===== src/rtl/serial_adder_pkg.sv =====
// Shared definitions for the serial arithmetic cells (adder now, subtractor later).
// FSM state encodings are fixed so sibling cells can share decode logic.
package serial_adder_pkg;

    typedef enum logic [1:0] {
        ST_IDLE = 2'd0,
        ST_RUN  = 2'd1,
        ST_DONE = 2'd2
    } state_t;

endpackage


===== src/rtl/full_add_bit.sv =====
// One-bit full adder cell used by the bit-serial datapath.
module full_add_bit (
    input  logic a,
    input  logic b,
    input  logic ci,
    output logic s,
    output logic co
);

    assign s  = a ^ b ^ ci;
    assign co = (a & b) | (a & ci) | (b & ci);

endmodule


===== src/rtl/serial_adder.sv =====
// Bit-serial N-bit adder, LSB first, one bit per clock, done pulse on completion.
// Optional macro SERIAL_ADDER_OVF_EN adds a registered signed-overflow output.
module serial_adder
    import serial_adder_pkg::*;
#(
    parameter int N     = 8,
    parameter int CNT_W = 4
) (
    input  logic         clk,
    input  logic         rst,
    input  logic         start,
    input  logic [N-1:0] a,
    input  logic [N-1:0] b,
    input  logic         cin,
    output logic         busy,
    output logic         done,
    output logic [N-1:0] sum,
    output logic         cout
`ifdef SERIAL_ADDER_OVF_EN
    ,
    output logic         ovf
`endif
);

    state_t           state;
    state_t           state_nx;
    logic [N-1:0]     a_sh;
    logic [N-1:0]     b_sh;
    logic [N-1:0]     res_sh;
    logic [CNT_W-1:0] count;
    logic             carry;
    logic             bit_s;
    logic             bit_co;
    logic             last;
    logic             accept;

    full_add_bit u_fa (
        .a  (a_sh[0]),
        .b  (b_sh[0]),
        .ci (carry),
        .s  (bit_s),
        .co (bit_co)
    );

    assign last   = (count == CNT_W'(N - 1));
    assign accept = start && (state == ST_IDLE || state == ST_DONE);

    always_ff @(posedge clk or posedge rst) begin
        if (rst) begin
            state <= ST_IDLE;
        end else begin
            state <= state_nx;
        end
    end

    always_comb begin
        state_nx = state;
        unique case (state)
            ST_IDLE: if (start) state_nx = ST_RUN;
            ST_RUN:  if (last) state_nx = ST_DONE;
            ST_DONE: state_nx = start ? ST_RUN : ST_IDLE;
            default: state_nx = ST_IDLE;
        endcase
    end

    always_comb begin
        busy = (state == ST_RUN);
        done = (state == ST_DONE);
    end

    // Results are only written on the final RUN edge, never partially.
    always_ff @(posedge clk or posedge rst) begin
        if (rst) begin
            a_sh   <= '0;
            b_sh   <= '0;
            res_sh <= '0;
            count  <= '0;
            carry  <= 1'b0;
            sum    <= '0;
            cout   <= 1'b0;
`ifdef SERIAL_ADDER_OVF_EN
            ovf    <= 1'b0;
`endif
        end else if (accept) begin
            a_sh   <= a;
            b_sh   <= b;
            res_sh <= '0;
            carry  <= cin;
            count  <= '0;
        end else if (state == ST_RUN) begin
            a_sh   <= a_sh >> 1;
            b_sh   <= b_sh >> 1;
            res_sh <= {bit_s, res_sh[N-1:1]};
            carry  <= bit_co;
            count  <= count + CNT_W'(1);
            if (last) begin
                sum  <= {bit_s, res_sh[N-1:1]};
                cout <= bit_co;
`ifdef SERIAL_ADDER_OVF_EN
                ovf  <= carry ^ bit_co;
`endif
            end
        end
    end

endmodule


===== config.mk =====
export PLATFORM = sky130hd
export DESIGN_NAME = serial_adder
export DESIGN_NICKNAME = d
export VERILOG_FILES = /design/src/rtl/serial_adder_pkg.sv /design/src/rtl/full_add_bit.sv /design/src/rtl/serial_adder.sv
export SDC_FILE = /design/constraint.sdc
export NUM_CORES = 1
export LEC_CHECK = 0
export CAP_MARGIN = 20
export CELL_PAD_IN_SITES_DETAIL_PLACEMENT = 1
export CELL_PAD_IN_SITES_GLOBAL_PLACEMENT = 1
export CORE_ASPECT_RATIO = 0.8
export CORE_MARGIN = 1.5
export CORE_UTILIZATION = 40
export CTS_BUF_LIST = sky130_fd_sc_hd__clkbuf_16
export DETAILED_ROUTE_END_ITERATION = 16
export GPL_ROUTABILITY_DRIVEN = 0
export PLACE_DENSITY_LB_ADDON = 0.08
export SLEW_MARGIN = 5
export SYNTH_ARGS = -nofsm -noshare
export SYNTH_HDL_FRONTEND = slang
export SYNTH_SLANG_ARGS = --single-unit

===== constraint.sdc =====
create_clock -name clk -period 2.05 [get_ports clk]
set_clock_uncertainty 0.1 [all_clocks]
set_input_delay 0.615 -clock clk [delete_from_list [all_inputs] [get_ports clk]]
set_output_delay 0.615 -clock clk [all_outputs]
set_load 0.01 [all_outputs]

==> reports/results.txt, run 1 <==
Post-CTS setup buffers -> 0
Main synth FF type -> dfrtp_1
H-Tree Depth -> 2
Worst EP required -> 1.33 ns
Hold path startpoint -> a_sh[2]
R2r setup slk -> 0.21 ns
Setup WS pre-CTS -> 0.0641 ns
Yosys cell types -> 22
Crit path time final -> 1.89 ns
Area leader, netlist -> dfrtp_1
Area grow syn2layout -> 34.0%
Rows -> 20
DRC -> 0
Simple-gate portion of the synthesized area -> 12.7%
Yosys top cell area share -> 60.7%
Fillers -> 389
Area after DPL -> 0.00199 mm^2
Fmax -> 0.529 GHz
Slew Limit Fails -> 0
Setup crit start kind -> flop
ANT nets after route -> 0
Core footprint -> 0.00383 mm^2
Final Cycle Share -> 92.2%
RSZ-0062 raised after global routing -> false
Final hold viol count -> 0
Post-synthesis mux area share -> 8.16%
Crit path capture type -> primary output
Power density over the cells -> 1550 mW/mm^2
Synthesis Warnings -> 0
Clk Latency, worst-skew pair -> 0.28 ns
Drt via density -> 5.20
Die area -> 0.00441 mm^2
Synthesized flop and latch total -> 39
Sum Neg Setup Slack -> 0 ns
Vias in the first global route -> 1205
CP Data Arrival Time -> 1.17 ns
XOR/XNOR Fraction of Synth Area -> 0%
Die Span X -> 73.9 um
Cell area after technology mapping -> 0.00161 mm^2
Layout Nets -> 189
Drt pass-1 iters -> 4
Kind of critical path -> flop to primary output
Antenna Cells -> 0
Slew @ Worst Pin -> 0.510 ns
Worst R2R Path Depth -> 4
Ys async rst share -> 100%
Compound-gate portion of the synthesized area -> 13.5%
Hold EP -> a_sh[1]
Top-count cell post-synth -> dfrtp_1
CTS tree -> yes
Status -> finished clean
Gr ovfl total -> 0
CP bufs+invs -> 1
GRT Total Usage -> 18.4%
Cells taking the most area after synthesis -> dfrtp_1, a22oi_1, mux2_2
CTS buffer count -> 5
Crit-path max cell delay -> 0.55 ns
R2R Path Start -> state[1]
Cells after synthesis -> 132
Maximum vdd drop -> 0.767 mV
Final setup fails -> 0
Root Buffer -> clkbuf_16
Share of layout cells above drive strength 1 -> 14.9%
Top cells by count, synth -> dfrtp_1, nand2_1, nand3_1, a22oi_1, a22o_1
Initial antenna violation count -> 0
EDFF count, synth -> 0
Mean Syn Cell Area -> 12.2 um^2
Adder-Cell Fraction of Synth Area -> 2.02%
Post-synth net total -> 154
Crit path max-delay cell type -> clkdlybuf4s50_1
CTS Buffer Depth -> 2
Critical Path, Cell by Cell -> clkdlybuf4s50_1
Main combinational cell family by area after synthesis -> compound AO/OA/AOI/OAI gates
P_leak -> 1.01 nW
Die Y -> 59.7 um
PortBufs -> 30
Max Cap Viol -> 0
Largest delay share family, worst path -> buffers and inverters
R2r endpoint -> sum[7]
Maximum number of pins on one net before global-route repair -> 40
I/O Pins -> 31
Clk sink count -> 39
Wire length per cell -> 16.0 um
Seq/Total Area, Yosys -> 60.7%
Hold crit path type -> flop to flop
1st-iter DRT viols -> 60
Hpwl dp -> 2310 um
First-pass GRT wire length -> 5880 um
Clk slew on worst S/H paths -> 0.06 ns
Fin worst setup slack -> 0.160 ns
Largest fanout on the critical path -> 2
DR vias -> 1159
Final Cell Area -> 0.00216 mm^2
Slew headroom -> 65.9%
Initial Util -> 42.0%
Drt total wl -> 3560 um
Hold Path Depth -> 2
how the worst max path moves through the flow:
stage | start | end | slack (ns) | depth (start not counted)
after floorplan | state[1] | busy | 0.38 | 4
after global placement | start | res_sh[7] | 0.12 | 4
after detailed placement | start | res_sh[4] | 0.06 | 4
after CTS | cout | cout | 0.15 | 1
after global routing | state[1] | sum[4] | 0.10 | 4
final | cout | cout | 0.16 | 1
final cells by class:
| class | count | area (um^2) | share of cell area (%) |
|---|---|---|---|
| sequential | 39 | 976 | 45.3 |
| tap | 55 | 68.8 | 3.19 |
| clock buffer | 5 | 125 | 5.80 |
| inverter | 2 | 7.51 | 0.348 |
| clock inverter | 3 | 38.8 | 1.80 |
| multi-input combinational | 83 | 584 | 27.1 |
| timing repair buffer | 36 | 355 | 16.5 |
logic make-up (layout without fill, tap and decap cells):
family / count (synthesis) / after routing
AO/OA/AOI/OAI: 28 / 28
AND/OR/NAND/NOR: 41 / 41
multiplexers: 12 / 12
adder cells (fa/ha/maj): 2 / 2
buffers and inverters: 10 / 46
flip-flops: 39 / 39
report_power, final:
group          internal (W)  switching (W)  leakage, nW
Sequential          0.00110       0.000207        0.498
Combinational      0.000583       0.000593        0.426
Clock              0.000567       0.000295       0.0812
placed cells by master, fill, tap and decap left out:
| cell | instances |
|---|---|
| dfrtp_1 | 39 |
| clkdlybuf4s50_1 | 28 |
| nand2_1 | 18 |
| nand3_1 | 15 |
| a22oi_1 | 14 |
| a22o_1 | 11 |
| mux2_2 | 9 |
| clkbuf_16 | 5 |
| buf_4 | 5 |
| mux2i_1 | 3 |
| o21ai_0 | 3 |
| nand2b_1 | 2 |
| nor2b_1 | 2 |
| dlygate4sd2_1 | 2 |
| and2b_1 | 1 |
| inv_2 | 1 |
| nand4_1 | 1 |
| nor2_2 | 1 |
| nor3_4 | 1 |
| inv_1 | 1 |
| fa_1 | 1 |
| ha_1 | 1 |
| clkinv_2 | 1 |
| bufinv_16 | 1 |
| clkinv_1 | 1 |
| buf_12 | 1 |
sequential cells by signal (all words and copies together), names as in the netlist:
name / count
state: 2
count: 4
cout: 1
sum: 8
carry: 1
a_sh: 8
res_sh: 7
b_sh: 8
worst min-delay path: stages (launching register included):
cell,delay [ns]
dfrtp_1,0.34
a22oi_1,0.07
nand2_1,0.05
metal layers:
layer | share of wire, % | track usage, % | up-vias
met2 | 47 | 27.8 | 33
met4 | 0.96 | 6.35 | 0
met3 | 4.2 | 5.06 | 4
met5 | 0 | 0 | -
li1 | - | - | 541
met1 | 48 | 25.7 | 581
stage by stage:
step	std cells	power [W]	hold WS (ns)	utilization (%)
after global routing	223	0.00356	0.413	56.3
after CTS	223	0.00338	0.393	56.3
after floorplan	132	0.00206	0.360	-
final	223	0.00334	0.391	56.3
after global placement	215	0.00244	0.372	52.1
after detailed placement	215	0.00250	0.380	52.1
what timing repair did:
item / CTS / global route
hold buffers: 0 / 0
endpoints found under the hold margin: 0 / 0
endpoints found under the setup margin: 2 / 0
gates resized for setup: 2 / 0
Note: power is estimated with default switching activity, not from simulation.
==> run 2: changes to the inputs <==
--- a/config.mk
+++ b/config.mk
@@ -5,6 +5,7 @@
 export SDC_FILE = /design/constraint.sdc
 export NUM_CORES = 1
 export LEC_CHECK = 0
+export ABC_AREA = 0
 export CAP_MARGIN = 20
 export CELL_PAD_IN_SITES_DETAIL_PLACEMENT = 1
 export CELL_PAD_IN_SITES_GLOBAL_PLACEMENT = 1
==> results of run 2 <==
No change in the layout: final DEF, timing and power equal those of run 1.
==> run 3: changes to the inputs <==
--- a/config.mk
+++ b/config.mk
@@ -6,7 +6,6 @@
 export NUM_CORES = 1
 export LEC_CHECK = 0
 export ABC_AREA = 0
-export CAP_MARGIN = 20
 export CELL_PAD_IN_SITES_DETAIL_PLACEMENT = 1
 export CELL_PAD_IN_SITES_GLOBAL_PLACEMENT = 1
 export CORE_ASPECT_RATIO = 0.8
==> results of run 3 <==
No change in the layout: final DEF, timing and power equal those of run 1.
